$ cat src/rtl/tristate_pkg.sv
// Shared definitions for the tristate schedule driver: FSM encodings and the
// per-line bus resolution rule used by the driver and by bus monitors.
package tristate_pkg;

  localparam logic [1:0] ST_IDLE   = 2'd0;
  localparam logic [1:0] ST_RUN    = 2'd1;
  localparam logic [1:0] ST_FINISH = 2'd2;

  typedef struct packed {
    logic val;
    logic known;
  } line_res_t;

  // A line is known only when exactly one source drives it; unknown lines read as 0.
  function automatic line_res_t resolve_line(input logic drv, input logic dat,
                                             input logic ext_drv, input logic ext_dat);
    line_res_t res;
    res.known = drv ^ ext_drv;
    res.val   = ((drv & dat) | (ext_drv & ext_dat)) & res.known;
    return res;
  endfunction

endpackage

$ cat src/rtl/tristate_seq_driver_if.sv
// Bundle of table-programming, control, external-driver and observation
// signals for tristate_seq_driver; slave is the driver side.
interface tristate_seq_driver_if #(
  parameter int WIDTH  = 4,
  parameter int DEPTH  = 8,
  parameter int HOLD_W = 4,
  parameter int CNT_W  = 16
);
  localparam int IDX_W = $clog2(DEPTH);

  logic              wr_en;
  logic [IDX_W-1:0]  wr_addr;
  logic [WIDTH-1:0]  wr_drive;
  logic [WIDTH-1:0]  wr_data;
  logic [HOLD_W-1:0] wr_hold;
  logic [IDX_W-1:0]  last_idx;
  logic              loop_en;
  logic              start;
  logic              abort;
  logic [WIDTH-1:0]  ext_drive;
  logic [WIDTH-1:0]  ext_d;
  logic [WIDTH-1:0]  drive;
  logic [WIDTH-1:0]  d;
  logic              busy;
  logic              done;
  logic [WIDTH-1:0]  bus_val;
  logic [WIDTH-1:0]  bus_known;
  logic              contention;
  logic [CNT_W-1:0]  contention_count;

  modport master (
    output wr_en, wr_addr, wr_drive, wr_data, wr_hold, last_idx, loop_en,
           start, abort, ext_drive, ext_d,
    input  drive, d, busy, done, bus_val, bus_known, contention, contention_count
  );

  modport slave (
    input  wr_en, wr_addr, wr_drive, wr_data, wr_hold, last_idx, loop_en,
           start, abort, ext_drive, ext_d,
    output drive, d, busy, done, bus_val, bus_known, contention, contention_count
  );

endinterface

$ cat src/rtl/tristate_resolver.sv
// Combinational resolution of our drive/data against an external driver into
// a two-state value, a known mask and a contention flag.
module tristate_resolver
  import tristate_pkg::*;
#(
  parameter int WIDTH = 4
) (
  input  logic [WIDTH-1:0] drive,
  input  logic [WIDTH-1:0] d,
  input  logic [WIDTH-1:0] ext_drive,
  input  logic [WIDTH-1:0] ext_d,
  output logic [WIDTH-1:0] bus_val,
  output logic [WIDTH-1:0] bus_known,
  output logic             contention
);

  line_res_t res;

  always_comb begin
    bus_val   = '0;
    bus_known = '0;
    res       = '0;
    for (int i = 0; i < WIDTH; i++) begin
      res          = resolve_line(drive[i], d[i], ext_drive[i], ext_d[i]);
      bus_val[i]   = res.val;
      bus_known[i] = res.known;
    end
  end

  assign contention = |(drive & ext_drive);

endmodule

$ cat src/rtl/tristate_seq_driver.sv
// Table-driven tristate pattern player: steps through programmed drive/data
// entries, each held hold+1 cycles, and tracks bus contention.
module tristate_seq_driver
  import tristate_pkg::*;
#(
  parameter int WIDTH  = 4,
  parameter int DEPTH  = 8,
  parameter int HOLD_W = 4,
  parameter int CNT_W  = 16
) (
  input logic           clk,
  input logic           rst_n,
  tristate_seq_driver_if.slave bus
);

  localparam int IDX_W = $clog2(DEPTH);
  localparam logic [IDX_W-1:0] MAX_IDX = IDX_W'(DEPTH - 1);

  typedef struct packed {
    logic [WIDTH-1:0]  drive;
    logic [WIDTH-1:0]  data;
    logic [HOLD_W-1:0] hold;
  } entry_t;

  entry_t            tbl_q [DEPTH];
  entry_t            tbl_d [DEPTH];
  logic [1:0]        state_q, state_d;
  logic [IDX_W-1:0]  idx_q, idx_d;
  logic [HOLD_W-1:0] hold_q, hold_d;
  logic [WIDTH-1:0]  drive_q, drive_d;
  logic [WIDTH-1:0]  d_q, d_d;
  logic              done_q, done_d;
  logic [CNT_W-1:0]  count_q, count_d;
  logic [IDX_W-1:0]  last_eff;
  logic [IDX_W-1:0]  idx_inc;
  logic              start_ok;
  logic              contention;
  entry_t            cur;
  entry_t            nxt;

  // Out-of-range last_idx only exists for non-power-of-two depths; clamp it.
  always_comb begin
    last_eff = bus.last_idx;
    if ({1'b0, bus.last_idx} > {1'b0, MAX_IDX}) begin
      last_eff = MAX_IDX;
    end
  end

  always_comb begin
    tbl_d = tbl_q;
    if (bus.wr_en && (state_q == ST_IDLE) && ({1'b0, bus.wr_addr} <= {1'b0, MAX_IDX})) begin
      tbl_d[bus.wr_addr] = '{drive: bus.wr_drive, data: bus.wr_data, hold: bus.wr_hold};
    end
  end

  assign idx_inc = idx_q + 1'b1;

  // Start loads from tbl_d so a same-cycle write is visible to playback.
  always_comb begin
    state_d  = state_q;
    idx_d    = idx_q;
    hold_d   = hold_q;
    drive_d  = drive_q;
    d_d      = d_q;
    done_d   = (state_q == ST_FINISH);
    start_ok = 1'b0;
    cur      = tbl_q[idx_q];
    nxt      = tbl_q[idx_inc];
    case (state_q)
      ST_IDLE: begin
        if (bus.start) begin
          start_ok = 1'b1;
          state_d  = ST_RUN;
          idx_d    = '0;
          hold_d   = '0;
          drive_d  = tbl_d[0].drive;
          d_d      = tbl_d[0].data;
        end
      end
      ST_RUN: begin
        if (bus.abort) begin
          state_d = ST_FINISH;
          drive_d = '0;
          d_d     = '0;
        end else if (hold_q < cur.hold) begin
          hold_d = hold_q + 1'b1;
        end else if (idx_q < last_eff) begin
          idx_d   = idx_inc;
          hold_d  = '0;
          drive_d = nxt.drive;
          d_d     = nxt.data;
        end else if (bus.loop_en) begin
          idx_d   = '0;
          hold_d  = '0;
          drive_d = tbl_q[0].drive;
          d_d     = tbl_q[0].data;
        end else begin
          state_d = ST_FINISH;
          drive_d = '0;
          d_d     = '0;
        end
      end
      ST_FINISH: begin
        state_d = ST_IDLE;
      end
      default: begin
        state_d = ST_IDLE;
        drive_d = '0;
        d_d     = '0;
      end
    endcase
  end

  always_comb begin
    count_d = count_q;
    if (start_ok) begin
      count_d = '0;
    end else if (contention && (count_q != '1)) begin
      count_d = count_q + 1'b1;
    end
  end

  always_ff @(posedge clk or negedge rst_n) begin
    if (!rst_n) begin
      state_q <= ST_IDLE;
      idx_q   <= '0;
      hold_q  <= '0;
      drive_q <= '0;
      d_q     <= '0;
      done_q  <= 1'b0;
      count_q <= '0;
      for (int i = 0; i < DEPTH; i++) begin
        tbl_q[i] <= '0;
      end
    end else begin
      state_q <= state_d;
      idx_q   <= idx_d;
      hold_q  <= hold_d;
      drive_q <= drive_d;
      d_q     <= d_d;
      done_q  <= done_d;
      count_q <= count_d;
      tbl_q   <= tbl_d;
    end
  end

  tristate_resolver #(
    .WIDTH(WIDTH)
  ) u_resolver (
    .drive      (drive_q),
    .d          (d_q),
    .ext_drive  (bus.ext_drive),
    .ext_d      (bus.ext_d),
    .bus_val    (bus.bus_val),
    .bus_known  (bus.bus_known),
    .contention (contention)
  );

  assign bus.drive            = drive_q;
  assign bus.d                = d_q;
  assign bus.busy             = (state_q == ST_RUN);
  assign bus.done             = done_q;
  assign bus.contention       = contention;
  assign bus.contention_count = count_q;

endmodule

$ cat src/flat_wrapper.sv
// flat-port wrapper written by rule: the top's interface ports become plain ports
module tristate_seq_driver_flat import tristate_pkg::*;
#(
  parameter int WIDTH  = 4,
  parameter int DEPTH  = 8,
  parameter int HOLD_W = 4,
  parameter int CNT_W  = 16
)
  (clk, rst_n, bus_wr_en, bus_wr_addr, bus_wr_drive, bus_wr_data, bus_wr_hold, bus_last_idx, bus_loop_en, bus_start, bus_abort, bus_ext_drive, bus_ext_d, bus_drive, bus_d, bus_busy, bus_done, bus_bus_val, bus_bus_known, bus_contention, bus_contention_count);
  tristate_seq_driver_if #(.WIDTH(WIDTH), .DEPTH(DEPTH), .HOLD_W(HOLD_W), .CNT_W(CNT_W)) bus_i ();
  input logic clk;
  input logic rst_n;
  input wire logic [$bits(bus_i.wr_en)-1:0] bus_wr_en;
  input wire logic [$bits(bus_i.wr_addr)-1:0] bus_wr_addr;
  input wire logic [$bits(bus_i.wr_drive)-1:0] bus_wr_drive;
  input wire logic [$bits(bus_i.wr_data)-1:0] bus_wr_data;
  input wire logic [$bits(bus_i.wr_hold)-1:0] bus_wr_hold;
  input wire logic [$bits(bus_i.last_idx)-1:0] bus_last_idx;
  input wire logic [$bits(bus_i.loop_en)-1:0] bus_loop_en;
  input wire logic [$bits(bus_i.start)-1:0] bus_start;
  input wire logic [$bits(bus_i.abort)-1:0] bus_abort;
  input wire logic [$bits(bus_i.ext_drive)-1:0] bus_ext_drive;
  input wire logic [$bits(bus_i.ext_d)-1:0] bus_ext_d;
  output wire logic [$bits(bus_i.drive)-1:0] bus_drive;
  output wire logic [$bits(bus_i.d)-1:0] bus_d;
  output wire logic [$bits(bus_i.busy)-1:0] bus_busy;
  output wire logic [$bits(bus_i.done)-1:0] bus_done;
  output wire logic [$bits(bus_i.bus_val)-1:0] bus_bus_val;
  output wire logic [$bits(bus_i.bus_known)-1:0] bus_bus_known;
  output wire logic [$bits(bus_i.contention)-1:0] bus_contention;
  output wire logic [$bits(bus_i.contention_count)-1:0] bus_contention_count;
  assign bus_i.wr_en = bus_wr_en;
  assign bus_i.wr_addr = bus_wr_addr;
  assign bus_i.wr_drive = bus_wr_drive;
  assign bus_i.wr_data = bus_wr_data;
  assign bus_i.wr_hold = bus_wr_hold;
  assign bus_i.last_idx = bus_last_idx;
  assign bus_i.loop_en = bus_loop_en;
  assign bus_i.start = bus_start;
  assign bus_i.abort = bus_abort;
  assign bus_i.ext_drive = bus_ext_drive;
  assign bus_i.ext_d = bus_ext_d;
  assign bus_drive = bus_i.drive;
  assign bus_d = bus_i.d;
  assign bus_busy = bus_i.busy;
  assign bus_done = bus_i.done;
  assign bus_bus_val = bus_i.bus_val;
  assign bus_bus_known = bus_i.bus_known;
  assign bus_contention = bus_i.contention;
  assign bus_contention_count = bus_i.contention_count;
  tristate_seq_driver #(.WIDTH(WIDTH), .DEPTH(DEPTH), .HOLD_W(HOLD_W), .CNT_W(CNT_W)) u_core (.clk(clk), .rst_n(rst_n), .bus(bus_i));
endmodule
$ cat config.mk
export PLATFORM = sky130hd
export DESIGN_NAME = tristate_seq_driver_flat
export DESIGN_NICKNAME = d
export VERILOG_FILES = /design/src/rtl/tristate_pkg.sv /design/src/rtl/tristate_seq_driver_if.sv /design/src/rtl/tristate_resolver.sv /design/src/rtl/tristate_seq_driver.sv /design/src/flat_wrapper.sv
export SDC_FILE = /design/constraint.sdc
export NUM_CORES = 1
export LEC_CHECK = 0
export ABC_AREA = 1
export CAP_MARGIN = 20
export CORE_ASPECT_RATIO = 0.75
export CORE_UTILIZATION = 62
export CTS_CLUSTER_SIZE = 24
export DETAILED_ROUTE_END_ITERATION = 7
export PLACE_DENSITY_LB_ADDON = 0.3
export SYNTH_ARGS = -nofsm -noshare
export SYNTH_HDL_FRONTEND = slang
export SYNTH_SLANG_ARGS = --single-unit
$ cat constraint.sdc
create_clock -name clk -period 6.6 [get_ports clk]
set_input_delay 1.32 -clock clk [delete_from_list [all_inputs] [get_ports clk]]
set_output_delay 1.32 -clock clk [all_outputs]
set_load 0.01 [all_outputs]
; After elaboration in Yosys (flattened, before gate mapping)
; Cells that the tools add are included.
; W data, S select, Z words.
[classes]
muxes = 44
bitwise_logic = 25
n_reduce_logical = 11
n_eq_ne = 11
n_lt_le_gt_ge = 6
addsub = 3
[op_table]
columns = operator, count
row1 = $bwmux W96, 1
row2 = $mux W96, 1
row3 = $bmux W12 S3, 2
row4 = $mux W4, 17
row5 = $demux W12 S3, 1
row6 = $mux W12, 3
row7 = $mux W16, 2
row8 = $pmux W4 S3, 2
row9 = $add A16 B1 Y16 const B, 1
row10 = $ne A16 B16 Y1 const B, 1
row11 = $mux W3, 5
row12 = $and A1 B1 Y1, 12
row13 = $ge A4 B4 Y1 const B, 3
row14 = $not A3 Y4, 3
row15 = $mux W2, 5
row16 = $ne A3 B3 Y1 const B, 3
row17 = $pmux W4 S2, 1
row18 = $reduce_and A4 Y1, 2
row19 = $ne A2 B2 Y1 const B, 3
row20 = $pmux W3 S2, 1
row21 = $reduce_and A5 Y1, 1
row22 = $add A4 B1 Y4 const B, 1
row23 = $and A4 B4 Y4, 1
row24 = $lt A4 B1 Y1 const B, 1
row25 = other kinds (17), 27
[totals]
out_inout_bits = 35
regBits = 130
inputBits = 32

; Logic depth before layout (Yosys ltp)
[logic_depth]
depth_word = 9
depth_mapped = 16

; Hierarchy
; A second synthesis with hierarchy kept.
[unflattened]
hier_cells = 828
area_unflattened_um2 = 6555.0
[modules_own_cells]
columns = module, area_per_inst_um2, cells_each, seq_area_each_um2, n_inst
row1 = tristate_seq_driver, 6413.7, 805, 3253.1, 1
row2 = tristate_resolver, 141.4, 23, 0.0, 1

; Worst setup path before layout
; No wires, ideal clock.
[synth_timing]
kind = input -> output
start = input bus_ext_drive[0]
end = output bus_bus_val[0]
path_slack_ns = 3.319
arrival_ns = 1.961
path_stages = 2
required_time_ns = 5.280
path_cell_list = ha_1 a21boi_0
[synth_via]
elab_chain_cells = 3
word_cells_on_any_way = 4
classes_between = bitwise (4)
[synth_rtl]
columns = element, line
row1 = from (decl), flat_wrapper.sv:22  ; input wire logic [$bits(bus_i.ext_drive)-1:0] bus_ext_drive;
row2 = $and A1 B1 Y1, tristate_pkg.sv:19  ; res.val = ((drv & dat) | (ext_drv & ext_dat)) & res.known;
row3 = $or A1 B1 Y1, tristate_pkg.sv:19
row4 = $and A1 B1 Y1 *, tristate_pkg.sv:19
row5 = to (decl), flat_wrapper.sv:28  ; output wire logic [$bits(bus_i.bus_val)-1:0] bus_bus_val;
; Mark *: on every way between the ends. The rest lies on a longest branch, timed or not.

; Worst setup path in the final report
; Ends and elaborated chain as after synthesis.

==> impl_metrics.yaml <==
cts:
  htreeDepth: 4
  post_cts_buffers: 0
  clock_path_buffers: 2
  path_clk_slew_ns: 0.05
  insertion_delay_ns: 0.42
  cts_hold_buf: 0
  clkSinkCount: 130
  cts_made_buffers: 17
  cts_resized: 0
  root_buffer: "clkbuf_16"
  cts_tree: "built"
power_and_ir_drop:
  p_int_mw: 2.34
  clkPwrFrac: 0.264
  ir_worst_vdd_mv: 0.321
  p_sw_frac: 0.388
  power_frac_comb: 0.380
  p_per_area_nw_per_um2: 483
  power_frac_seq: 0.356
  switchingPower_mw: 1.49
  leakage_nw: 3.72
critical_path:
  cp.required_ns: 5.28
  path_class: "input port to output port"
  crit_slowest_cell: "clkdlybuf4s50_1"
  worstPathArrival_ns: 2.85
  critPathBufInv: 2
  cp_cell_sequence: "clkdlybuf4s50_1, ha_1, a21boi_0, clkdlybuf4s50_1"
  path_common_cell: "clkdlybuf4s50_1"
  max_stage_delay_ns: 0.59
  crit_fanout: 2
  critical-path-top-delay-family: "buffers and inverters"
  crit_path_end_kind: "output port"
  startpoint_type: "input port"
layout:
  syn_to_final_growth_pct: 20.9
  most-common-layout-cells: "nand2_1, o21ai_0, dfrtp_1"
  diodes: 0
  final_util: 0.771
  final_common_cell: "nand2_1"
  nets: 923
  register_area_sq_um: 3250
  multi_input_area_sq_um: 2800
  fillers: 697
  layout-drive-gt1-share: 0.0661
routing:
  wirelength_um: 17500
  routedWlPerCell_um: 17.0
  via_per_inst: 5.94
  drtAntennaViolNets: 0
  vias: 6102
  drt_iter0_drc: 695
  first_pass_iters: 5
  route.detailed.drc: 0
global_routing:
  grt_antenna_before_repair: 0
  grt_max_degree: 67
  grt.overflow.total: 0
  first_global_vias: 5889
  grtUsageTotal: 0.337
  grt_pass1_wl_um: 28900
placed_design:
  dp_hpwl_um: 11100
  globalplace.congestion: 0.913
  portBuffers: 66
sta:
  slew_violations: 0
  finalHoldViolations: 0
  fin_crit_sh: 0.632
  tightest_slew_ns: 1.02
  setup_tns_ns: 0
  finalSetupViolations: 0
  timing.fmax_mhz: 240
  rsz0062_at_grt: "false"
  fin_worst_skew_ns: 0.00861
  max_slew_margin: 0.316
  layout_min_cycle_time_ns: 4.17
logic_synthesis:
  yosys_most_used_dff: "dfrtp_1"
  ys_seq_area_frac: 0.496
  avgSynthCellArea_sq_um: 7.97
  synthCells: 823
  netlist_area_sq_um: 6560
  synthArstFlopShare: 1.00
  synth_largest_area_cell: "dfrtp_1"
  yosysUniqueCellTypes: 35
  syn_nets: 867
  synth.area.top_cells: "dfrtp_1, nand2_1, o21ai_0"
  yosys_warnings: 0
  yosys.area.top_type_share: 0.496
  synth-seq-cells: 130
  synth_edf_count: 0
die:
  row_count: 32
  die_area_sq_um: 11000
  fp.coreArea_sq_um: 10300
  initial_utilization: 0.638
  ios: 67
  die_h_um: 91.1
  die_w_um: 121
min_path:
  hp-class: "flip-flop to flip-flop"
outcome:
  status: "finished, final reports clean"
job:
  drv_cap: 0
per-layer routing:
| metal | global-route usage | up-vias | share of wire |
|---|---|---|---|
| li1 | - | 2817 | - |
| met5 | 0 | - | 0 |
| met1 | 0.435 | 2932 | 0.41 |
| met2 | 0.559 | 310 | 0.49 |
| met4 | 0.104 | 0 | 0.019 |
| met3 | 0.0886 | 43 | 0.076 |
cells by family (layout without fill, tap and decap cells):
family / Yosys count / after routing / share of synthesized area
AND/OR/NAND/NOR: 326 / 326 / 0.217
AO/OA/AOI/OAI: 218 / 218 / 0.175
flip-flops: 130 / 130 / 0.496
buffers and inverters: 129 / 198 / 0.0784
adder cells (fa/ha/maj): 12 / 12 / 0.0229
XOR/XNOR: 7 / 7 / 0.00934
multiplexers: 1 / 1 / 0.00153
per-stage QoR:
step           hold slack, ns  setup slack (ns)  cell area [sq um]  total power, mW  cells
2_1_floorplan           0.448              3.32               6560             2.32    823
3_3_place_gp            0.461              2.53               7240             2.68    991
3_5_place_dp            0.471              2.41               7240             2.77    991
4_1_cts                 0.485              2.41               7880             3.81   1023
5_1_grt                 0.504              2.36               7940             4.09   1028
6_report                0.486              2.43               7940             3.83   1028
synth_stat cells (2+ instances only):
| cell type | n |
|---|---|
| o21ai_1 | 18 |
| xor2_1 | 5 |
| nor2_1 | 52 |
| o211ai_1 | 13 |
| o21a_1 | 3 |
| a31oi_1 | 2 |
| nor2_4 | 2 |
| nand2_1 | 199 |
| xnor2_1 | 2 |
| o22ai_1 | 3 |
| nand3_1 | 40 |
| a21oi_1 | 38 |
| nor3_1 | 8 |
| clkbuf_1 | 21 |
| nand2_2 | 5 |
| nand3_2 | 2 |
| dfrtp_1 | 130 |
| buf_4 | 2 |
| nor4_1 | 2 |
| nor3_4 | 2 |
| inv_2 | 3 |
| inv_1 | 90 |
| o21ai_0 | 136 |
| buf_2 | 12 |
| a21boi_0 | 4 |
| nor2_2 | 2 |
| nand4_1 | 8 |
| ha_1 | 12 |
final cells by class:
type | instances | share of cell area
clock buffers | 19 | 0.0571
clock inverters | 13 | 0.0230
inverters | 93 | 0.0440
multi-input cells | 564 | 0.352
flip-flops and latches | 130 | 0.410
well taps | 136 | 0.0214
repair buffers | 73 | 0.0924
power by group through the flow:
stage	registers (mW)	logic (mW)	clock network, mW
after floorplan	1.32	0.993	0
after global placement	1.35	1.33	0
after detailed placement	1.36	1.41	0
after CTS	1.36	1.44	1.01
after global routing	1.40	1.65	1.05
final	1.37	1.45	1.01
worst register-to-register path, delay by kind of cell (launching register included):
family / cells / cell delay, ns
flip-flops: 1 / 0.32
buffers and inverters: 2 / 1.04
AO/OA/AOI/OAI: 4 / 1.05
AND/OR/NAND/NOR: 4 / 1.02
adder cells (fa/ha/maj): 1 / 0.32
path summary, 6_finish.rpt:
path                                             start                                          to  slack (ns)  cells past startpoint
max in group asynchronous                        rst_n  u_core.bus.contention_count[8]$_DFFE_PN0P_        4.25                      2
min in group asynchronous                        rst_n                  asynchronous set/reset pin        0.99                      1
setup reg to reg           u_core.idx_q[0]$_DFFE_PN0P_                 u_core.bus.d[3]$_DFFE_PN0P_        2.79                     11
hold reg to reg                              flip-flop                                   flip-flop        0.49                      2
hold / removal                               flip-flop                                   flip-flop        0.49                      2
setup / recovery                      bus_ext_drive[0]                              bus_bus_val[0]        2.43                      4
(Power assumes the default switching activity.)
